File: src/rtl/upsampler.sv
// Zero-stuffing / sample-hold interpolator fed by a 2-deep input FIFO, driven by downstream slot requests.
// Output is registered one cycle after out_samp_req; a phase-0 request that finds the FIFO empty stalls the phase.
module upsampler #(
  parameter int DATA_WIDTH_INP = 8,
  parameter int CIC_R          = 4,
  parameter int ZERO_STUFF     = 1
) (
  input  logic                             clk,
  input  logic                             reset,
  input  logic signed [DATA_WIDTH_INP-1:0] inp_samp_data,
  input  logic                             inp_samp_str,
  output logic                             inp_samp_rdy,
  input  logic                             out_samp_req,
  output logic signed [DATA_WIDTH_INP-1:0] out_samp_data,
  output logic                             out_samp_str,
  output logic                             underflow,
  output logic                             overflow
);

  localparam int PH_W = (CIC_R > 1) ? $clog2(CIC_R) : 1;
  localparam logic [PH_W-1:0] PH_LAST = PH_W'(CIC_R - 1);

  logic signed [DATA_WIDTH_INP-1:0] r_mem [2];
  logic                             r_wr_ptr;
  logic                             r_rd_ptr;
  logic [1:0]                       r_count;
  logic [PH_W-1:0]                  r_phase;
  logic signed [DATA_WIDTH_INP-1:0] r_last;

  logic            w_phase0;
  logic            w_push;
  logic            w_drop;
  logic            w_pop;
  logic            w_starve;
  logic            w_adv;
  logic [PH_W-1:0] w_phase_nxt;

  // Ready depends only on registered occupancy, so a same-cycle pop never frees a slot.
  assign inp_samp_rdy = (r_count < 2'd2);

  assign w_phase0    = (r_phase == '0);
  assign w_push      = inp_samp_str & inp_samp_rdy;
  assign w_drop      = inp_samp_str & ~inp_samp_rdy;
  assign w_pop       = out_samp_req & w_phase0 & (r_count != 2'd0);
  assign w_starve    = out_samp_req & w_phase0 & (r_count == 2'd0);
  assign w_adv       = out_samp_req & ~w_starve;
  assign w_phase_nxt = (r_phase == PH_LAST) ? '0 : r_phase + 1'b1;

  always_ff @(posedge clk) begin
    if (w_push && !reset) begin
      r_mem[r_wr_ptr] <= inp_samp_data;
    end
  end

  always_ff @(posedge clk) begin
    if (reset) begin
      r_wr_ptr <= 1'b0;
      r_rd_ptr <= 1'b0;
      r_count  <= 2'd0;
    end else begin
      if (w_push) begin
        r_wr_ptr <= ~r_wr_ptr;
      end
      if (w_pop) begin
        r_rd_ptr <= ~r_rd_ptr;
      end
      case ({w_push, w_pop})
        2'b10:   r_count <= r_count + 2'd1;
        2'b01:   r_count <= r_count - 2'd1;
        default: r_count <= r_count;
      endcase
    end
  end

  always_ff @(posedge clk) begin
    if (reset) begin
      r_phase <= '0;
    end else if (w_adv) begin
      r_phase <= w_phase_nxt;
    end
  end

  always_ff @(posedge clk) begin
    if (reset) begin
      out_samp_data <= '0;
      out_samp_str  <= 1'b0;
      r_last        <= '0;
    end else begin
      out_samp_str <= w_adv;
      if (w_pop) begin
        out_samp_data <= r_mem[r_rd_ptr];
        r_last        <= r_mem[r_rd_ptr];
      end else if (out_samp_req && !w_phase0) begin
        out_samp_data <= (ZERO_STUFF != 0) ? '0 : r_last;
      end
    end
  end

  // Sticky error flags; only reset clears them.
  always_ff @(posedge clk) begin
    if (reset) begin
      underflow <= 1'b0;
      overflow  <= 1'b0;
    end else begin
      if (w_starve) begin
        underflow <= 1'b1;
      end
      if (w_drop) begin
        overflow <= 1'b1;
      end
    end
  end

endmodule

File: config.mk
export PLATFORM = sky130hd
export DESIGN_NAME = upsampler
export DESIGN_NICKNAME = d
export VERILOG_FILES = /design/src/rtl/upsampler.sv
export SDC_FILE = /design/constraint.sdc
export NUM_CORES = 1
export LEC_CHECK = 0
export ABC_AREA = 1
export CORE_UTILIZATION = 54
export CTS_CLUSTER_SIZE = 40
export DETAILED_ROUTE_END_ITERATION = 8
export PLACE_DENSITY = 0.81
export SETUP_SLACK_MARGIN = 0.5
export SLEW_MARGIN = 20
export SYNTH_ARGS = -nofsm -noshare
export SYNTH_HDL_FRONTEND = slang
export SYNTH_SLANG_ARGS = --single-unit
File: constraint.sdc
create_clock -name clk -period 2.9 [get_ports clk]
set_input_delay 0.58 -clock clk [delete_from_list [all_inputs] [get_ports clk]]
set_output_delay 0.58 -clock clk [all_outputs]
set_load 0.1 [all_outputs]
Yosys cells after proc, flatten, opt, wreduce, memory -nomap -nowiden
Memory sizes are Yosys's and may differ from the RTL's. A register that Yosys moved wholly into a read port is not among the register bits.
Index checks and enable logic that the tools add are counted.
- register bits after elaboration: 17
- bits in latches: 0
- memory bits (writable): 16
- bits in read-only memories: 0
- input port bits: 12
- output and inout port bits: 12
- logic and storage cells: 43
- memories kept: 1
- add/sub/neg operators: 3
- $mul: 0
- div/mod/pow operators: 0
- $lt $le $gt $ge: 1
- eq/ne operators: 3
- shift-type cells: 0
- muxes and demuxes: 8
- bitwise gates (word level): 10
- reduce and logical (&&, ||, !) cells: 9
- memory list (name ; depth ; width ; read ports ; clocked after Yosys merged registers in ; write ports ; line ; RTL):
    r_mem ; 2 ; 8 ; 1 ; 1 ; 1 ; 23 ; logic signed [DATA_WIDTH_INP-1:0] r_mem [2];
- operator list (kind ; count):
    $mux 8 ; 2
    $and 1x1->1 ; 6
    $reduce_bool 2->1 ; 3
    $add 2x1->2 const B ; 2
    $eq 2x2->1 const B ; 2
    $logic_not 2->1 ; 2
    $mux 1 ; 4
    $not 1->1 ; 4
    $pmux 2 s2 ; 1
    $eq 2x1->1 const B ; 1
    $logic_and 1x1->1 ; 2
    $logic_not 1->1 ; 2
    $lt 2x2->1 const B ; 1
    $mux 2 ; 1
    $sub 2x1->2 const B ; 1

Logic depth before layout (Yosys ltp)
Gate-level depths: netlist (run 1).
- depth after elaboration: 5
- mapped depth: 11
- depth with buffers taken out: 10

Least setup slack after synthesis (run 1)
OpenSTA, ideal clock, no wires.
- path type: register -> register
- start: reg r_count[1]
- end: mem r_mem[1][0] (enable)
- setup time: 0.383 ns
- arrival: 1.782 ns
- data required time: 2.517 ns
- slack: 0.734 ns
- cell stages (with the launch flop): 4
- buffers on the path: 0
- clock period less this slack: 2.166 ns
- cell sequence: dfxtp_1 inv_1 nand2_1 nor3_1
- cells in the longest elaborated chain, start to end: 5
- RTL lines (what ; line ; RTL):
    start: declaration ; 26 ; logic [1:0] r_count;
    start signal: assignment ; 68 ; 2'b10: r_count <= r_count + 2'd1;
    start signal: assignment ; 69 ; 2'b01: r_count <= r_count - 2'd1;
    start signal: assignment ; 70 ; default: r_count <= r_count;
    $lt 2x2->1 ; 39 ; assign inp_samp_rdy = (r_count < 2'd2);
    via inp_samp_rdy ; 12 ; output logic inp_samp_rdy,
    $and 1x1->1 ; 42 ; assign w_push = inp_samp_str & inp_samp_rdy;
    $logic_and 1x1->1 ; 50 ; if (w_push && !reset) begin
    $mux 1 ; 50 ;
    $mux 1 (not written as such) ; 51 ; r_mem[r_wr_ptr] <= inp_samp_data;
    end: declaration ; 23 ;
The timed path passes the listed nets, and every way through them passes these cells.

Worst setup path in the final report (run 1)
- start: in out_samp_req
- end: reg r_count[1]
- cells in the longest elaborated chain, start to end: 4
- elaborated cells on any way between the ends: 6
- classes of those cells: eq/ne: 2; mux: 1; bitwise: 2; reduce/logical: 1
- RTL lines (what ; line ; RTL):
    start: declaration ; 13 ; input logic out_samp_req,
    $and 1x1->1 (*) (2 in a row) ; 44 ; assign w_pop = out_samp_req & w_phase0 & (r_count != 2'd0);
    $eq 2x1->1 / $eq 2x2->1 (equally long branches) ; 67 ; case ({w_push, w_pop})
    $pmux 2 s2 / $reduce_bool 2->1 (equally long branches) ; n/a ;
Mark *: on every way between the ends. The rest lies on a longest branch, timed or not.
A chain may end at the register's enable or synchronous reset.

==> results of run 1 <==
state kept, by name (all words and copies together) (netlist names), named ones only:
name and cells:
underflow 1, r_phase 2, out_samp_str 1, out_samp_data 8, r_mem 16, r_rd_ptr 1, overflow 1, r_count 2
r_wr_ptr 1
critical path: cells and delay by family:
family        cells  cell delay [ns]
buf+inv           3             0.88
simple gates      5             0.40
fa+ha+maj         1             0.24
worst max-delay path by stage:
stage                  endpoint  slack (ns)  cells after the start
global route         r_count[1]        0.93                      9
floorplan           r_mem[1][0]        0.73                      3
finish               r_count[1]        1.04                      9
global placement     r_count[1]        0.78                      9
detailed placement   r_count[1]        0.70                      9
CTS                  r_count[1]        1.04                      9
power by group through the flow:
stage | clock, mW | sequential, mW | combinational (mW)
finish | 0.370 | 0.631 | 0.542
CTS | 0.375 | 0.630 | 0.542
detailed placement | 0 | 0.642 | 0.538
floorplan | 0 | 0.825 | 0.230
global placement | 0 | 0.635 | 0.525
global route | 0.396 | 0.641 | 0.581
kinds of logic (layout without fill, tap and decap cells):
logic type | after synthesis | count (layout) | synth area share, %
AOI/OAI and AO/OA | 24 | 24 | 9.49
adders and majority gates | 3 | 3 | 2.90
buffers and inverters | 20 | 50 | 6.20
DFF | 34 | 34 | 65.1
and+or+nand+nor | 53 | 53 | 16.4
metrics by stage:
step                instance area [um2]  hold WS, ns
global placement                   1530        0.451
floorplan                          1290        0.440
detailed placement                 1530        0.457
CTS                                1630        0.474
finish                             1630        0.470
global route                       1630        0.495
layout by cell type (no fill, tap or decap), types with 2 or more instances in the layout:
| cell type | synthesis | routed |
|---|---|---|
| nand2_1 | 35 | 35 |
| dfxtp_1 | 18 | 18 |
| inv_1 | 16 | 16 |
| edfxtp_1 | 16 | 16 |
| buf_4 | 1 | 15 |
| a21oi_1 | 13 | 13 |
| nor2_1 | 11 | 11 |
| clkdlybuf4s50_1 | 0 | 11 |
| o21ai_0 | 9 | 9 |
| clkbuf_4 | 0 | 5 |
| nand3_1 | 3 | 3 |
| ha_1 | 3 | 3 |
| a31oi_1 | 2 | 2 |
| clkbuf_16 | 0 | 2 |
area by class of cell:
class | instances | area, um2
repair buffers | 26 | 223
flip-flops and latches | 34 | 841
inverters | 16 | 60.1
fillers | 175 | 607
multi-input cells | 80 | 372
well taps | 28 | 35.0
clock inverters | 1 | 8.76
clock buffers | 7 | 87.6
layer usage:
layer	vias to the layer above	wire [um]	GRT usage, %
met1	455	992	23.0
met5	-	0	0
li1	495	-	-
met3	9	136	10.1
met2	29	1200	35.5
met4	0	63	15.3
==> impl_metrics.yaml, run 1 <==
floorplan:
  fp-row-count: 17
  die_width_um: 50.9
  core_area_um2: 2230
  ios: 24
  start_util_pct: 57.9
  fp.dieH_um: 50.9
  die_area_um2: 2590
cts:
  cts_tree: "yes"
  root_buffer: "clkbuf_4"
  cts_sinks: 34
  clkTransAtPathRegs_ns: 0.11
  cts-resized-gates: 0
  clockBufferDepth: 2
  cts_buffers: 5
  post_cts_buffers: 0
  ctsHoldBuffers: 0
  clk_latency_ns: 0.35
  cts.htree.levels: 2
synthesis:
  ys_types: 17
  syn_nets: 149
  synth_area_per_cell_um2: 9.65
  yosysTopAreaCellShare_pct: 37.2
  ys_ff_latch: 34
  synth_area_leader_cell: "edfxtp_1"
  yosysSeqAreaShare_pct: 65.1
  synthCells: 134
  synth_edf_count: 16
  yosys_warnings: 0
  yosys-top-cells-count: "35 x nand2_1, 18 x dfxtp_1, 16 x edfxtp_1, 16 x inv_1, 13 x a21oi_1"
  yosysMostFrequentCell: "nand2_1"
  synth_area_leaders: "edfxtp_1 37%, dfxtp_1 28%, nand2_1 10%, a21oi_1 5.0%, inv_1 4.6%"
  synthesis.area_um2: 1290
  async_reset_ff_share_pct: 0
  synth_top_flop_cell: "dfxtp_1"
timing:
  setup_viol: 0
  finalCritPeriodShare_pct: 64.2
  skew_ns: 0.0186
  slew_headroom_pct: 54.1
  finalCriticalPeriod_ns: 1.86
  maxSlewViolCount: 0
  worstMarginPinSlew_ns: 0.686
  rsz0062_at_grt: "false"
  final-hold-violation-count: 0
  fin_ws_ns: 1.04
  max_freq_ghz: 0.537
  setup_tns_ns: 0
global_route:
  grt.overflow.total: 0
  track_usage_pct: 22.2
  first_global_vias: 946
  antenna_found_initial: 0
  grt_pass1_wl_um: 3910
  grt_max_degree: 17
pwr:
  power.density_nw_per_um2: 948
  power_frac_seq_pct: 40.9
  combPwrFrac_pct: 35.1
  peakVddDrop_uv: 765
  total_power_mw: 1.54
  leakagePower_nw: 0.668
  pwr-share-clk_pct: 24.0
  intPower_uw: 914
  switching_power_uw: 629
  p_sw_share_pct: 40.8
place:
  dp_hpwl_um: 1640
  dpl_worst_slack_ns: 0.696
  io_buffers: 23
  dp.cells: 184
  gp_congestion: 0.735
critical_path:
  r2r-end: "r_count[1]"
  start_kind: "input pin"
  worst_ep_required_time_ns: 3.15
  path_cells: "clkdlybuf4s50_1 -> nand2_1 -> nor2_1 -> buf_4 -> ha_1 -> inv_1 -> nand4_1 -> nand2_1 -> nor2_1"
  cp.arrival_ns: 2.11
  timing.rr.start: "r_phase[1]"
  crit_path_end_kind: "flip-flop"
  worst-path-max-fanout: 11
  reg2reg_slack_ns: 1.24
  cp_slowest_cell: "clkdlybuf4s50_1"
  slowest_delay_ns: 0.58
  crit_start: "out_samp_req"
  rr_worst_depth: 10
  path_class: "input pin to flip-flop"
finish:
  area_delta_synth_final_pct: 25.8
  final_nets: 178
  n_antenna_cell: 0
  drive_above_1_share_pct: 15.2
  finalNonFillerCells: 192
  final_util_pct: 72.8
detailed_routing:
  dr.pass1.iters: 4
  drc_errors: 0
  drt-wirelength-per-cell_um: 12.5
  ant_nets: 0
  vias: 988
  avgViaCountPerCell: 5.15
  drtIter0Drc: 12
  drt-total-wl_um: 2390
worst_hold_path:
  hp-start: "out_samp_data[1]"
  hold_depth: 2
  holdPathEnd: "out_samp_data[1]"
  min_path_type: "flip-flop to flip-flop"
status:
  status: "completed"
job:
  maxCapViolCount: 0
(Power assumes the default switching activity.)
==> run 2, diff against run 1 <==
CORE_UTILIZATION = 50   (was 54)
PLACE_DENSITY = 0.76   (was 0.81)
clock period = 1.8 ns   (was 2.9 ns; I/O delays follow)
==> impl_metrics.yaml, run 2 (synthesis gave the netlist of run 1 again) <==
critical_path:
  crit_path_end_kind: "output port"
  start_kind: "flip-flop"
  worst-path-max-fanout: 3
  worst_ep_required_time_ns: 1.44
  cp.arrival_ns: 1.05
  path_class: "flip-flop to output port"
timing:
  max_freq_ghz: 0.710
  slew_headroom_pct: 69.1
  maxSlewViolCount: 0
  final-hold-violation-count: 0
  setup_tns_ns: 0
  rsz0062_at_grt: "true"
  setup_viol: 0
  skew_ns: 0.0186
  finalCriticalPeriod_ns: 1.41
  worstMarginPinSlew_ns: 0.463
  finalCritPeriodShare_pct: 78.2
  fin_hold_ws_ns: 0.396
detailed_routing:
  avgViaCountPerCell: 5.18
  drtIter0Drc: 23
  dr.pass1.iters: 4
  drc_errors: 0
  drt-total-wl_um: 2540
  ant_nets: 0
  vias: 1036
  drt-wirelength-per-cell_um: 12.7
global_route:
  track_usage_pct: 20.8
  grt.overflow.total: 0
  grt_max_degree: 17
  antenna_found_initial: 0
  first_global_vias: 927
  grt_pass1_wl_um: 3930
cts:
  clockBufferDepth: 2
  ctsHoldBuffers: 0
  root_buffer: "clkbuf_4"
  cts.htree.levels: 2
  cts_buffers: 5
  clk_latency_ns: 0.34
  cts_tree: "yes"
  cts_sinks: 34
  clkTransAtPathRegs_ns: 0.10
pwr:
  combPwrFrac_pct: 42.6
  leakagePower_nw: 0.753
  peakVddDrop_uv: 1160
  p_sw_share_pct: 39.8
  intPower_mw: 1.68
  power.density_nw_per_um2: 1470
  switching_power_mw: 1.11
  pwr-share-clk_pct: 19.4
  power_frac_seq_pct: 38.0
place:
  io_buffers: 23
  dp_hpwl_um: 1650
  gp_congestion: 0.729
  dpl_cell_area_um2: 1730
floorplan:
  core_area_um2: 2450
  start_util_pct: 52.7
  fp.dieH_um: 52.8
  die_area_um2: 2790
  die_width_um: 52.8
  ios: 24
  fp-row-count: 18
finish:
  final_nets: 184
  n_antenna_cell: 0
  area_delta_synth_final_pct: 47.4
  drive_above_1_share_pct: 34.1
  final_common_cell: "nand2_1"
  largest-register: "r_mem"
  largest_reg_flops: 16
  final_util_pct: 77.6
  final_area_um2: 1910
  final_cell_mix: "32 x nand2_1, 16 x edfxtp_1, 13 x a21oi_1"
  reg.largest.list: "r_mem x16, out_samp_data x8"
status:
  status: "completed"
worst_hold_path:
  min_path_type: "input pin to flip-flop"
job:
  maxCapViolCount: 0
run 2: changes by cell type in the layout (fill, tap and decap cells not counted), sizes merged:
cell	change
clkdlybuf4s50	-1
buf	+6
clkinvlp	+1
dlymetal6s2s	+1
bufinv	+1
inv	-1
clkbuf	-2
clkinv	+1
run 2: layout make-up:
| class | instances | area [um2] |
|---|---|---|
| flip-flops and latches | 34 | 860 |
| clock buffers | 5 | 37.5 |
| multi-input cells | 80 | 440 |
| inverters | 16 | 66.3 |
| fillers | 168 | 549 |
| well taps | 30 | 37.5 |
| repair buffers | 32 | 424 |
| clock inverters | 3 | 40.0 |
run 2: timing repair:
action,4_1_cts,5_1_grt
resized for setup,10,17
setup buffers,2,3
pin swaps,2,2
gates cloned,0,0
endpoints found under the setup margin,23,40
run 2: per-layer routing:
metal / up-vias / wire length (um) / part of all wire [%] / global-route usage [%]
met5: - / 0 / 0 / 0
met4: 0 / 62 / 2.4 / 11.0
met3: 7 / 102 / 4.0 / 5.80
met2: 24 / 1380 / 54 / 36.9
met1: 498 / 994 / 39 / 22.2
li1: 507 / - / - / -
run 2: critical path, stage by stage, from the launching register on:
cell and delay (ns):
dfxtp_4 0.39, clkinvlp_4 0.14, buf_12 0.19
run 2: path summary, 6_finish.rpt:
kind                                 start  slack, ns  cells past startpoint      endpoint
worst max register to register  r_phase[0]       0.41                      8    r_count[1]
worst min-delay path                 reset       0.40                      2      r_wr_ptr
worst min register to register    r_wr_ptr       0.47                      2      r_wr_ptr
worst max-delay path            r_count[1]       0.39                      2  inp_samp_rdy
run 2: through the flow:
stage	power, mW	cells	setup WS [ns]
finish	2.80	200	0.392
global route	2.92	200	0.356
CTS	2.71	197	0.394
detailed placement	2.11	187	0.0495
global placement	2.07	187	0.112
floorplan	1.74	134	0.209
run 2: power by group through the flow:
stage	logic [mW]	registers (mW)	clock network, mW
floorplan	0.404	1.34	0
global placement	1.02	1.06	0
detailed placement	1.04	1.07	0
CTS	1.10	1.05	0.553
global route	1.26	1.08	0.589
finish	1.19	1.06	0.542
==> run 3, diff against run 2 <==
clock period = 1.4 ns   (was 1.8 ns; I/O delays follow)
==> impl_metrics.yaml, run 3 (synthesis gave the netlist of run 1 again) <==
status:
  status: "completed"
worst_hold_path:
  hp-start: "r_count[0]"
  min_path_type: "flip-flop to flip-flop"
  hold_depth: 1
  holdPathEnd: "r_count[0]"
detailed_routing:
  dr.pass1.iters: 4
  drtIter0Drc: 27
  drt-total-wl_um: 2760
  drt-wirelength-per-cell_um: 13.5
  highest_layer: "met4"
  met1Wirelength_um: 1090
  ant_nets: 0
  drc_errors: 0
  met3_length_um: 125
  wl_met2_um: 1470
  avgViaCountPerCell: 5.08
  vias: 1042
critical_path:
  reg2reg_slack_ns: 0.04
  crit_family: "flip-flops"
  path_cells: "clkinvlp_4 -> buf_12 -> nand2_8 -> ha_4 -> inv_1 -> nand2_2 -> nand4_1 -> nand2_1 -> nor2_2"
  timing.rr.start: "r_count[1]"
  cp_slowest_cell: "dfxtp_4"
  crit_path_end_kind: "flip-flop"
  path_class: "flip-flop to flip-flop"
  start_kind: "flip-flop"
  r2r-end: "r_count[1]"
  cp.arrival_ns: 1.59
  worst_ep_required_time_ns: 1.64
  rr_worst_depth: 9
  slowest_delay_ns: 0.39
  worst-path-buf-inv: 3
  worst-path-max-fanout: 3
global_route:
  grt_max_degree: 17
  grt.overflow.total: 0
  antenna_found_initial: 0
  first_global_vias: 998
  grt_pass1_wl_um: 4330
  track_usage_pct: 23.0
floorplan:
  ios: 24
  start_util_pct: 52.7
  fp-row-count: 18
  core_area_um2: 2450
  die_width_um: 52.8
  die_area_um2: 2790
  fp.dieH_um: 52.8
finish:
  final_cell_mix: "30 x nand2_1, 16 x edfxtp_1, 13 x buf_12"
  largest-register: "r_mem"
  reg.largest.list: "r_mem x16, out_samp_data x8"
  regArea_um2: 890
  final_util_pct: 83.9
  drive_above_1_share_pct: 41.1
  fill_cells: 127
  multi_input_area_um2: 493
  largest_reg_flops: 16
  final_common_cell: "nand2_1"
  area_delta_synth_final_pct: 59.4
  final_area_um2: 2060
  final_nets: 189
  n_antenna_cell: 0
pwr:
  power.density_nw_per_um2: 1920
  total_power_mw: 3.95
  leakagePower_nw: 0.799
  peakVddDrop_uv: 1640
timing:
  setup_tns_ns: 0
  worstMarginPinSlew_ns: 0.434
  maxSlewViolCount: 0
  rsz0062_at_grt: "true"
  skew_ns: 0.00955
  slew_headroom_pct: 71.0
  fin_ws_ns: 0.0436
  finalCritPeriodShare_pct: 96.9
  max_freq_ghz: 0.737
  finalCriticalPeriod_ns: 1.36
  setup_viol: 0
  final-hold-violation-count: 0
cts:
  cts_buffers: 5
  clockBufferDepth: 2
  cts.htree.levels: 2
  cts_tree: "yes"
  root_buffer: "clkbuf_4"
  cts_sinks: 34
  clk_latency_ns: 0.34
  clkTransAtPathRegs_ns: 0.10
place:
  dp_hpwl_um: 1740
  dpl_worst_slack_ns: -0.280
  gp_congestion: 0.730
  dpl_cell_area_um2: 1820
  io_buffers: 23
job:
  maxCapViolCount: 0
[run 3: final cells by class]
cell class,count,area share [%]
Sequential cell,34,43.2
Multi-Input combinational cell,80,23.9
Timing Repair Buffer,37,23.0
Inverter,16,3.22
Clock inverter,3,3.10
Clock buffer,5,1.82
Tap cell,30,1.82
[run 3: how the worst max path moves through the flow]
| stage | from | end | slack (ns) | cells past startpoint |
|---|---|---|---|---|
| 6_report | r_count[1] | r_count[1] | 0.04 | 9 |
| 5_1_grt | r_count[0] | r_count[1] | -0.01 | 6 |
| 4_1_cts | r_count[1] | inp_samp_rdy | 0.08 | 2 |
| 3_5_place_dp | out_samp_req | r_count[1] | -0.28 | 7 |
| 3_3_place_gp | out_samp_req | r_count[1] | -0.20 | 8 |
| 2_1_floorplan | r_count[1] | r_count[1] | -0.19 | 7 |
[run 3: repair_timing]
| item | in CTS | in global routing |
|---|---|---|
| endpoints found under the hold margin | 0 | 0 |
| pin swaps | 9 | 6 |
| endpoints found under the setup margin | 45 | 45 |
| hold buffers | 0 | 0 |
| gates resized for setup | 14 | 7 |
| setup buffers | 7 | 1 |
[run 3: power by group]
part	internal [mW]	switching [mW]	total (mW)
combinational	0.680	1.02	1.70
sequential	1.23	0.153	1.38
clock	0.550	0.324	0.875
total	2.46	1.50	3.95
[run 3: metal layers]
| metal | vias up | GRT usage, % |
|---|---|---|
| li1 | 518 | - |
| met5 | - | 0 |
| met2 | 32 | 40.5 |
| met3 | 7 | 8.99 |
| met1 | 485 | 24.7 |
| met4 | 0 | 7.89 |
[run 3: through the flow]
stage          cells  hold WS (ns)
6_report         205         0.494
5_1_grt          205         0.500
4_1_cts          204         0.472
3_5_place_dp     189         0.478
3_3_place_gp     189         0.445
2_1_floorplan    134         0.379
